$ cat src/rtl/run_ctrl_pkg.sv
// rtl/run_ctrl_pkg.sv - shared state/cause encodings for the CPU run controller
package run_ctrl_pkg;

  typedef enum logic [1:0] {
    HALTED = 2'd0,
    RUN    = 2'd1,
    STEP   = 2'd2,
    BREAK  = 2'd3
  } run_state_t;

  typedef enum logic [1:0] {
    HC_NONE   = 2'd0,
    HC_USER   = 2'd1,
    HC_BP     = 2'd2,
    HC_EBREAK = 2'd3
  } halt_cause_t;

  localparam logic [31:0] EBREAK_INSTR_DEFAULT = 32'h00100073;

endpackage

$ cat src/rtl/input_conditioner.sv
// rtl/input_conditioner.sv - 2-flop sync, optional debounce filter, rising-edge detect
// DEBOUNCE_CYCLES = 0 removes the filter entirely.
module input_conditioner #(
  parameter bit ACTIVE_LOW      = 1'b0,
  parameter int DEBOUNCE_CYCLES = 0
) (
  input  logic clk,
  input  logic reset,
  input  logic raw,
  output logic level,
  output logic rise
);

  logic sync1, sync2, prev_level, filt_level;

  always_ff @(posedge clk) begin
    if (reset) begin
      sync1      <= 1'b0;
      sync2      <= 1'b0;
      prev_level <= 1'b0;
    end else begin
      sync1      <= raw ^ ACTIVE_LOW;
      sync2      <= sync1;
      prev_level <= filt_level;
    end
  end

  generate
    if (DEBOUNCE_CYCLES > 0) begin : g_debounce
      localparam int CNT_W = $clog2(DEBOUNCE_CYCLES + 1);
      logic [CNT_W-1:0] cnt;
      logic             db_level;

      // Counter runs only while the synced input disagrees with the filtered level.
      always_ff @(posedge clk) begin
        if (reset) begin
          cnt      <= '0;
          db_level <= 1'b0;
        end else if (sync2 == db_level) begin
          cnt <= '0;
        end else if (cnt == CNT_W'(DEBOUNCE_CYCLES - 1)) begin
          cnt      <= '0;
          db_level <= sync2;
        end else begin
          cnt <= cnt + 1'b1;
        end
      end

      assign filt_level = db_level;
    end else begin : g_no_debounce
      assign filt_level = sync2;
    end
  endgenerate

  assign level = filt_level;
  assign rise  = filt_level & ~prev_level;

endmodule

$ cat src/rtl/cpu_run_controller.sv
// rtl/cpu_run_controller.sv - run/step/breakpoint sequencer gating core commits; step debounce via RUN_CTRL_DEBOUNCE_EN
module cpu_run_controller
  import run_ctrl_pkg::*;
#(
  parameter bit          BTN_ACTIVE_LOW  = 1'b1,
  parameter int          DEBOUNCE_CYCLES = 500000,
  parameter logic [31:0] EBREAK_INSTR    = EBREAK_INSTR_DEFAULT
) (
  input  logic        clk,
  input  logic        reset,
  input  logic        run_sw,
  input  logic        step_btn,
  input  logic        bp_en,
  input  logic [31:0] bp_addr,
  input  logic [31:0] pc,
  input  logic [31:0] instruction,
  output logic        cpu_en,
  output logic        halted,
  output logic [1:0]  halt_cause,
  output logic [31:0] retired_count
);

`ifdef RUN_CTRL_DEBOUNCE_EN
  localparam int STEP_DEBOUNCE = DEBOUNCE_CYCLES;
`else
  localparam int STEP_DEBOUNCE = 0;
`endif

  logic        run_level, run_rise, step_pulse;
  logic        bp_hit, eb_hit;
  logic        first_cycle;
  run_state_t  state;
  halt_cause_t cause_q;

  input_conditioner #(
    .ACTIVE_LOW      (1'b0),
    .DEBOUNCE_CYCLES (0)
  ) u_run_cond (
    .clk   (clk),
    .reset (reset),
    .raw   (run_sw),
    .level (run_level),
    .rise  (run_rise)
  );

  input_conditioner #(
    .ACTIVE_LOW      (BTN_ACTIVE_LOW),
    .DEBOUNCE_CYCLES (STEP_DEBOUNCE)
  ) u_step_cond (
    .clk   (clk),
    .reset (reset),
    .raw   (step_btn),
    .level (),
    .rise  (step_pulse)
  );

  assign bp_hit = bp_en && (pc == bp_addr);
  assign eb_hit = (instruction == EBREAK_INSTR);

  // The first RUN cycle ignores matches so the core can resume past a stop point.
  always_comb begin
    cpu_en = 1'b0;
    case (state)
      STEP:    cpu_en = 1'b1;
      RUN:     cpu_en = run_level && !(!first_cycle && (eb_hit || bp_hit));
      default: cpu_en = 1'b0;
    endcase
  end

  always_ff @(posedge clk) begin
    if (reset) begin
      state         <= HALTED;
      halted        <= 1'b1;
      cause_q       <= HC_USER;
      first_cycle   <= 1'b0;
      retired_count <= '0;
    end else begin
      if (cpu_en) retired_count <= retired_count + 32'd1;

      case (state)
        HALTED: begin
          if (run_rise) begin
            state       <= RUN;
            halted      <= 1'b0;
            cause_q     <= HC_NONE;
            first_cycle <= 1'b1;
          end else if (step_pulse) begin
            state  <= STEP;
            halted <= 1'b0;
          end
        end
        STEP: begin
          state   <= HALTED;
          halted  <= 1'b1;
          cause_q <= HC_USER;
        end
        RUN: begin
          first_cycle <= 1'b0;
          if (!run_level) begin
            state   <= HALTED;
            halted  <= 1'b1;
            cause_q <= HC_USER;
          end else if (!first_cycle && (eb_hit || bp_hit)) begin
            state   <= BREAK;
            halted  <= 1'b1;
            cause_q <= eb_hit ? HC_EBREAK : HC_BP;
          end
        end
        BREAK: begin
          if (!run_level) begin
            state <= HALTED;
          end else if (step_pulse) begin
            state  <= STEP;
            halted <= 1'b0;
          end
        end
        default: state <= HALTED;
      endcase
    end
  end

  assign halt_cause = cause_q;

endmodule

$ cat config.mk
export PLATFORM = sky130hd
export DESIGN_NAME = cpu_run_controller
export DESIGN_NICKNAME = d
export VERILOG_FILES = /design/src/rtl/run_ctrl_pkg.sv /design/src/rtl/input_conditioner.sv /design/src/rtl/cpu_run_controller.sv
export SDC_FILE = /design/constraint.sdc
export NUM_CORES = 1
export LEC_CHECK = 0
export ABC_AREA = 1
export CAP_MARGIN = 5
export CORE_AREA = 3 3 93 95
export DETAILED_ROUTE_END_ITERATION = 12
export DIE_AREA = 0 0 96 98
export PLACE_DENSITY_LB_ADDON = 0.08
export SLEW_MARGIN = 15
export SYNTH_ARGS = -nofsm -noshare
export SYNTH_HDL_FRONTEND = slang
export SYNTH_SLANG_ARGS = --single-unit
$ cat constraint.sdc
create_clock -name clk -period 4.56 [get_ports clk]
set_clock_uncertainty 0.2 [all_clocks]
set_input_delay 0.912 -clock clk [delete_from_list [all_inputs] [get_ports clk]]
set_output_delay 0.912 -clock clk [all_outputs]
set_load 0.05 [all_outputs]
==> run summary, run 1 <==
Tmin final = 3.96 ns
Switching share of total power = 31.0%
Synth Flop Type = dfxtp_1
Simple-Gate Fraction of Synth Area = 40.6%
Area of the multi-input gates = 0.00195 mm2
Synth Register Bits = 44
Post-CTS Setup Inserts = 0
Post-synthesis sequential area ratio = 28.0%
Setup-failing EPs final = 0
Crit end category = primary output
Ports = 137
Non-filler cells, final = 737
Worst skew pair latency = 0.30 ns
Initial drt markers = 139
TritonRoute pass-1 iters = 4
Hold path start = u_step_cond.sync1
Final period util = 86.8%
Maximum buffer depth of the clock tree = 2
Crit path launch type = input port
Commonest non-fill, non-tap cell in the layout = nand2_1
Register-to-Register Setup Slack = 2.17 ns
DR vias/cell = 4.84
DP HPWL = 8110 um
Post-Route WL = 10100 um
Outcome = finished, final reports clean
Type of the worst setup path = input port to primary output
Hold-critical path depth = 2
Synth Area in Compound Gates = 8.24%
Share of cells above drive strength 1 = 3.94%
Largest net degree at the start of global routing = 36
Syn_nets = 609
Combinational share of power = 29.2%
RSZ-0062 raised after global routing = no
Synth Area in Adders = 1.99%
Clock share of power = 30.6%
Critical path peak fanout = 35
Hold Fails Final Rpt = 0
CTS tree = built
Slew HR = 50.0%
Fmax = 253 MHz
Most frequent cells in the layout = 137 x nand2_1, 135 x clkdlybuf4s50_1, 63 x inv_1
Fill cells = 768
P_sw = 0.314 mW
Distinct cells, synth = 32
H-tree depth = 2
Post-synth EDFFs = 0
Worst EP required = 3.45 ns
Final Wtd Congestion = 0.959
Dpl cells = 729
Final Net Count = 740
Setup TNS = 0 ns
Endpoint, Worst Hold = u_step_cond.level
Worst min-delay path class = flop to flop
Internal = 0.701 mW
VDD IR-drop max = 0.194 mV
P per Cell Area = 216 mW/mm2
DRC = 0
Hold-fix buffers at CTS = 0
Post-CTS sizing = 0
Inserted Diodes = 0
# port buffers = 136
Total grt overflow = 0
Vias in the first global route = 3278
Clk slew on worst S/H paths = 0.09 ns
Cells after Synth = 503
P_leak = 1.89 nW
Root Buffer = clkbuf_8
Die height = 98 um
Global-route wire length before repair = 16200 um
Yosys warning count = 0
R2R depth = 11
Die area = 0.00941 mm2
Syn-to-layout area delta = 49.4%
Worst Tran Pin Value = 0.747 ns
Initial antenna violation count = 0
Gr usage total = 21.2%
Core footprint = 0.00781 mm2
Reg-to-Reg End = retired_count[26]
Final ANT Viol Nets = 0
Asr flop ratio synth = 0%
Syn Area/Cell = 6.25 um2
Detailed-route via count = 3564
Initial Util = 40.3%
Register Area = 881 um2
Post-Synth XOR/XNOR Area = 11.1%
Width of the die = 96 um
Reg-to-reg critical path startpoint = retired_count[0]
Largest family of logic cells by synthesized area = simple AND/OR/NAND/NOR gates
Inserted Clock Buffers = 5
Rows = 32
Max-slew violations = 0
CTS sink count = 44
Syn Std Cell Area = 0.00314 mm2
Detail-routed net length per standard cell = 13.6 um
Reg power frac = 40.2%
MaxCap Viol Count = 0
Mux cell area share after synthesis = 0%
Arrival time of the worst setup path = 2.85 ns
[layout make-up]
type / count / share of cell area [%]
Inverter: 64 / 5.12
Clock inverter: 3 / 0.986
Tap cell: 102 / 2.72
Timing Repair Buffer: 139 / 29.4
Multi-Input combinational cell: 380 / 41.5
Sequential cell: 44 / 18.8
Clock buffer: 5 / 1.47
[cells by family (layout without fill, tap and decap cells)]
| group | after synthesis | count (layout) |
|---|---|---|
| simple gates | 286 | 286 |
| compound gates | 49 | 49 |
| flops | 44 | 44 |
| buf+inv | 79 | 211 |
| fa+ha+maj | 5 | 5 |
| xor+xnor | 40 | 40 |
[sequential cells by signal (all words and copies together), names as in the netlist]
signal                  cells
u_step_cond.sync1           1
u_step_cond.level           1
first_cycle                 1
retired_count              32
u_run_cond.prev_level       1
state                       2
u_run_cond.level            1
halt_cause                  2
u_step_cond.prev_level      1
u_run_cond.sync1            1
halted                      1
[stage by stage]
stage	utilization (%)	hold slack, ns	power [mW]	cell area [um2]	setup WS, ns
global route	60.1	0.225	1.07	4690	0.358
global placement	58.7	0.190	0.707	4580	0.615
floorplan	-	0.188	0.577	3140	1.34
CTS	60.1	0.213	1.03	4690	0.596
detailed placement	58.7	0.199	0.713	4580	0.592
finish	60.1	0.208	1.02	4690	0.602
[worst max-delay path by stage]
stage	startpoint	endpoint	slack, ns	cells after the start
floorplan	instruction[3]	cpu_en	1.34	11
global placement	bp_addr[21]	cpu_en	0.62	17
detailed placement	bp_addr[26]	cpu_en	0.59	17
CTS	bp_addr[26]	cpu_en	0.60	17
global route	bp_addr[26]	cpu_en	0.36	17
finish	pc[28]	cpu_en	0.60	17
[routing by layer]
metal / up-vias / share of wire [%] / track usage (%)
met5: - / 0 / 0
met4: 0 / 0.92 / 3.39
met3: 9 / 6.7 / 3.31
met2: 110 / 46 / 34.1
met1: 1568 / 46 / 30.0
li1: 1877 / - / -
[critical path, stage by stage]
cell	delay (ns)
clkdlybuf4s50_1	0.48
inv_1	0.04
nand2_1	0.05
nand2_1	0.05
nor2_1	0.10
nand2_1	0.06
nor2_1	0.08
nand2_1	0.06
nor2_1	0.08
nand2_1	0.07
nand2_1	0.07
nand2_2	0.06
nand2_4	0.11
nand2_4	0.24
nand2_4	0.13
inv_1	0.07
buf_4	0.19
[synth_stat cells, types with 5 or more instances]
cell type | number | area share [%]
o21ai_0 | 7 | 1.1
xnor2_1 | 20 | 5.6
inv_1 | 63 | 7.5
dfxtp_1 | 44 | 28
nor2_1 | 58 | 6.9
nor3_1 | 9 | 1.4
a21oi_1 | 37 | 5.9
nand4_1 | 16 | 3.2
xor2_1 | 20 | 5.6
ha_1 | 5 | 2.0
clkbuf_1 | 9 | 1.1
nand3_1 | 40 | 6.4
nor4_1 | 12 | 2.4
nand2_1 | 137 | 16
[power by group through the flow]
stage | Combinational, mW | Sequential [mW] | Clock [mW]
2_1_floorplan | 0.142 | 0.435 | 0
4_1_cts | 0.298 | 0.408 | 0.321
6_report | 0.297 | 0.408 | 0.311
5_1_grt | 0.326 | 0.410 | 0.334
3_5_place_dp | 0.296 | 0.416 | 0
3_3_place_gp | 0.291 | 0.416 | 0
No activity file was read; power rests on OpenSTA's default activity.
==> inputs of run 2 (changes only) <==
- ABC_AREA: 1 -> unset
- CORE_AREA: 3 3 93 95 -> 2 2 84 86
- DIE_AREA: 0 0 96 98 -> 0 0 86 88
==> run 2 against run 1 <==
  * Setup slack improved by 0.021 ns
  * First-iteration DRC count is 24% lower
  * Sequential power is 3% lower
  * Non-clock buffer count did not move
  * Core utilization grew 1.8 points
  * Sequential share of layout area is 2.6 points higher
  * Hold slack improved by 0.050 ns
  * Synthesized area decreased by 17%
  * Register-to-register slack worse by 0.26 ns
  * Die area fell by 20%
  * Maximum frequency grew 0.53%
  * Critical path type unchanged
  * Critical endpoint unchanged
  * Highest routed layer unchanged
==> run summary, run 2 <==
Outcome = finished, final reports clean
Post-synthesis sequential area ratio = 33.7% (+5.6 points)
DR vias/cell = 5.22 (+8.0%)
Most frequent cells after synthesis = 44 x dfxtp_1, 35 x xnor2_1, 27 x a21oi_1
Syn Std Cell Area = 0.00262 mm2 (-17%)
Detailed-route via count = 2774 (-22%)
Worst-path cell chain = clkdlybuf4s50_1 -> xnor2_1 -> nand4_1 -> nor4_1 -> nand3_1 -> nand3_1 -> inv_1 -> buf_4
Cells after Synth = 315 (-37%)
Width of the die = 86 um (-10%)
Top cell type's share of synthesized area = 33.7% (+5.6 points)
Dpl cells = 524 (-28%)
Yosys warning count = 0 (unchanged)
Die height = 88 um (-10%)
Initial Util = 39.4% (-0.86 points)
P_sw = 0.193 mW (-38%)
Final Wtd Congestion = 0.829 (-14%)
Largest cells by area after synthesis = dfxtp_1 34%, xnor2_1 12%, a21oi_1 5.2%
Type of the worst setup path = input port to primary output
Slew HR = 53.2% (+3.2 points)
Ports = 137 (unchanged)
Final Net Count = 557 (-25%)
Synth Area in Adders = 2.39% (+0.40 points)
CTS sink count = 44 (unchanged)
Largest family of logic cells by synthesized area = simple AND/OR/NAND/NOR gates
Worst path max stage delay = 0.52 ns (+0.04 ns)
H-tree depth = 2 (unchanged)
Post-synth EDFFs = 0 (unchanged)
Mux cell area share after synthesis = 1.67% (+1.7 points)
Post-CTS sizing = 0 (unchanged)
Worst Hold Slack = 0.258 ns (+0.0496 ns)
Syn_nets = 421 (-31%)
Worst Slack Setup Final = 0.623 ns (+0.0209 ns)
Inserted Clock Buffers = 5 (unchanged)
Slowest library cell on the worst path = nor4_1
Synth Area in Compound Gates = 14.3% (+6.1 points)
Critical path peak fanout = 6 (-83%)
TritonRoute pass-1 iters = 4 (unchanged)
Simple-Gate Fraction of Synth Area = 30.4% (-10 points)
Share of cells above drive strength 1 = 5.32% (+1.4 points)
Worst min-delay path class = flop to flop
Global-route wire length before repair = 12600 um (-22%)
Post-CTS Setup Inserts = 0 (unchanged)
Inserted Diodes = 0 (unchanged)
CTS tree = built
Max-slew violations = 0 (unchanged)
P per Cell Area = 194 mW/mm2 (-10%)
Hold-fix buffers at CTS = 0 (unchanged)
Rows = 30 (-6.3%)
Internal = 0.605 mW (-14%)
Synth Register Bits = 44 (unchanged)
Non-filler cells, final = 531 (-28%)
Largest net degree at the start of global routing = 34 (-5.6%)
Final ANT Viol Nets = 0 (unchanged)
Cell mode on critical path = nand3_1
Distinct cells, synth = 49 (+53%)
Cell family contributing the most delay on the critical path = simple AND/OR/NAND/NOR gates
Hold Fails Final Rpt = 0 (unchanged)
Crit end category = primary output
DP HPWL = 6110 um (-25%)
Die area = 0.00757 mm2 (-20%)
Syn-to-layout area delta = 57.3%
Maximum buffer depth of the clock tree = 2 (unchanged)
Crit path launch type = input port
Final period util = 86.3% (-0.46 points)
Post-route cell area = 0.00412 mm2 (-12%)
Most common cell in the synthesized netlist = dfxtp_1
DP Area = 0.00404 mm2 (-12%)
Most used routing layer = met2
RSZ-0062 raised after global routing = no
Core footprint = 0.00664 mm2 (-15%)
Gr usage total = 20.9% (-0.24 points)
M2 GR Usage = 37.1% (+2.9 points)
Met3 usage = 3.49% (+0.17 points)
Area leader, netlist = dfxtp_1
Switching share of total power = 24.2% (-6.7 points)
Setup-failing EPs final = 0 (unchanged)
Total grt overflow = 0 (unchanged)
Clock share of power = 28.8% (-1.8 points)
DRC = 0 (unchanged)
Pre-CTS setup slack = 0.578 ns (-0.0142 ns)
Synth Flop Type = dfxtp_1
Setup TNS = 0 ns (unchanged)
Syn Area/Cell = 8.31 um2 (+33%)
Clk slew on worst S/H paths = 0.08 ns (about the same)
MaxCap Viol Count = 0 (unchanged)
Worst EP required = 3.45 ns (about the same)
# port buffers = 136 (unchanged)
Asr flop ratio synth = 0% (unchanged)
Met1 Resource Use GR = 26.4% (-3.6 points)
Root Buffer = clkbuf_8
Biggest register = retired_count
Arrival time of the worst setup path = 2.83 ns (-0.02 ns)
Post-Route WL = 7710 um (-23%)
Tmin final = 3.94 ns (-0.0209 ns)
Fmax = 254 MHz (+0.53%)
Reg power frac = 49.4% (+9.2 points)
Fill cells = 582 (-24%)
P_leak = 1.41 nW (-25%)
CP bufs+invs = 3 (-1)
Combinational share of power = 21.9% (-7.3 points)
Vias in the first global route = 2651 (-19%)
Commonest non-fill, non-tap cell in the layout = clkdlybuf4s50_1
Detail-routed net length per standard cell = 14.5 um (+6.4%)
Initial drt markers = 106 (-24%)
Post-Synth XOR/XNOR Area = 13.7% (+2.6 points)
Max FFs per register = 32 (unchanged)
Worst skew pair latency = 0.29 ns (about the same)
Most frequent cells in the layout = 134 x clkdlybuf4s50_1, 44 x dfxtp_1, 35 x xnor2_1
Worst Tran Pin Value = 0.699 ns (-0.0483 ns)
Initial antenna violation count = 0 (unchanged)
VDD IR-drop max = 0.150 mV (-23%)
## run 2: path summary, 6_finish.rpt
| check | start | endpoint | slack, ns | cells after the start |
|---|---|---|---|---|
| max | pc[6] | cpu_en | 0.62 | 8 |
| min | u_step_cond.sync1 | u_step_cond.level | 0.26 | 1 |
| max reg2reg | state[0] | retired_count[7] | 1.91 | 8 |
| min reg2reg | u_step_cond.sync1 | u_step_cond.level | 0.26 | 1 |
## run 2: per-layer routing
metal,part of all wire [%],up-vias
li1,-,1415
met1,43,1284
met2,52,64
met3,3.4,11
met4,1.2,0
met5,0,-
## run 2: logic make-up after synthesis
family                   Yosys count
AND/OR/NAND/NOR                  137
AO/OA/AOI/OAI                     62
flip-flops                        44
XOR/XNOR                          41
buffers and inverters             22
adder cells (fa/ha/maj)            5
multiplexers                       4
## run 2: stage by stage
step | total power [mW] | utilization [%]
CTS | 0.807 | 62.0
global route | 0.840 | 62.0
detailed placement | 0.579 | 60.9
floorplan | 0.472 | -
global placement | 0.576 | 60.9
finish | 0.799 | 62.0
## run 2: power groups by stage
stage	sequential, mW	clock, mW	combinational, mW
final	0.394	0.230	0.175
after global routing	0.395	0.255	0.190
after CTS	0.394	0.236	0.177
after detailed placement	0.403	0	0.176
after global placement	0.403	0	0.173
after floorplan	0.411	0	0.0603
## run 2: layout make-up
cell class / count / area, um2 / area share (%)
clock buffers: 6 / 72.6 / 1.76
repair buffers: 139 / 1380 / 33.4
clock inverters: 1 / 5.00 / 0.122
flip-flops and latches: 44 / 881 / 21.4
well taps: 80 / 100 / 2.43
inverters: 12 / 45.0 / 1.09
multi-input cells: 249 / 1640 / 39.8
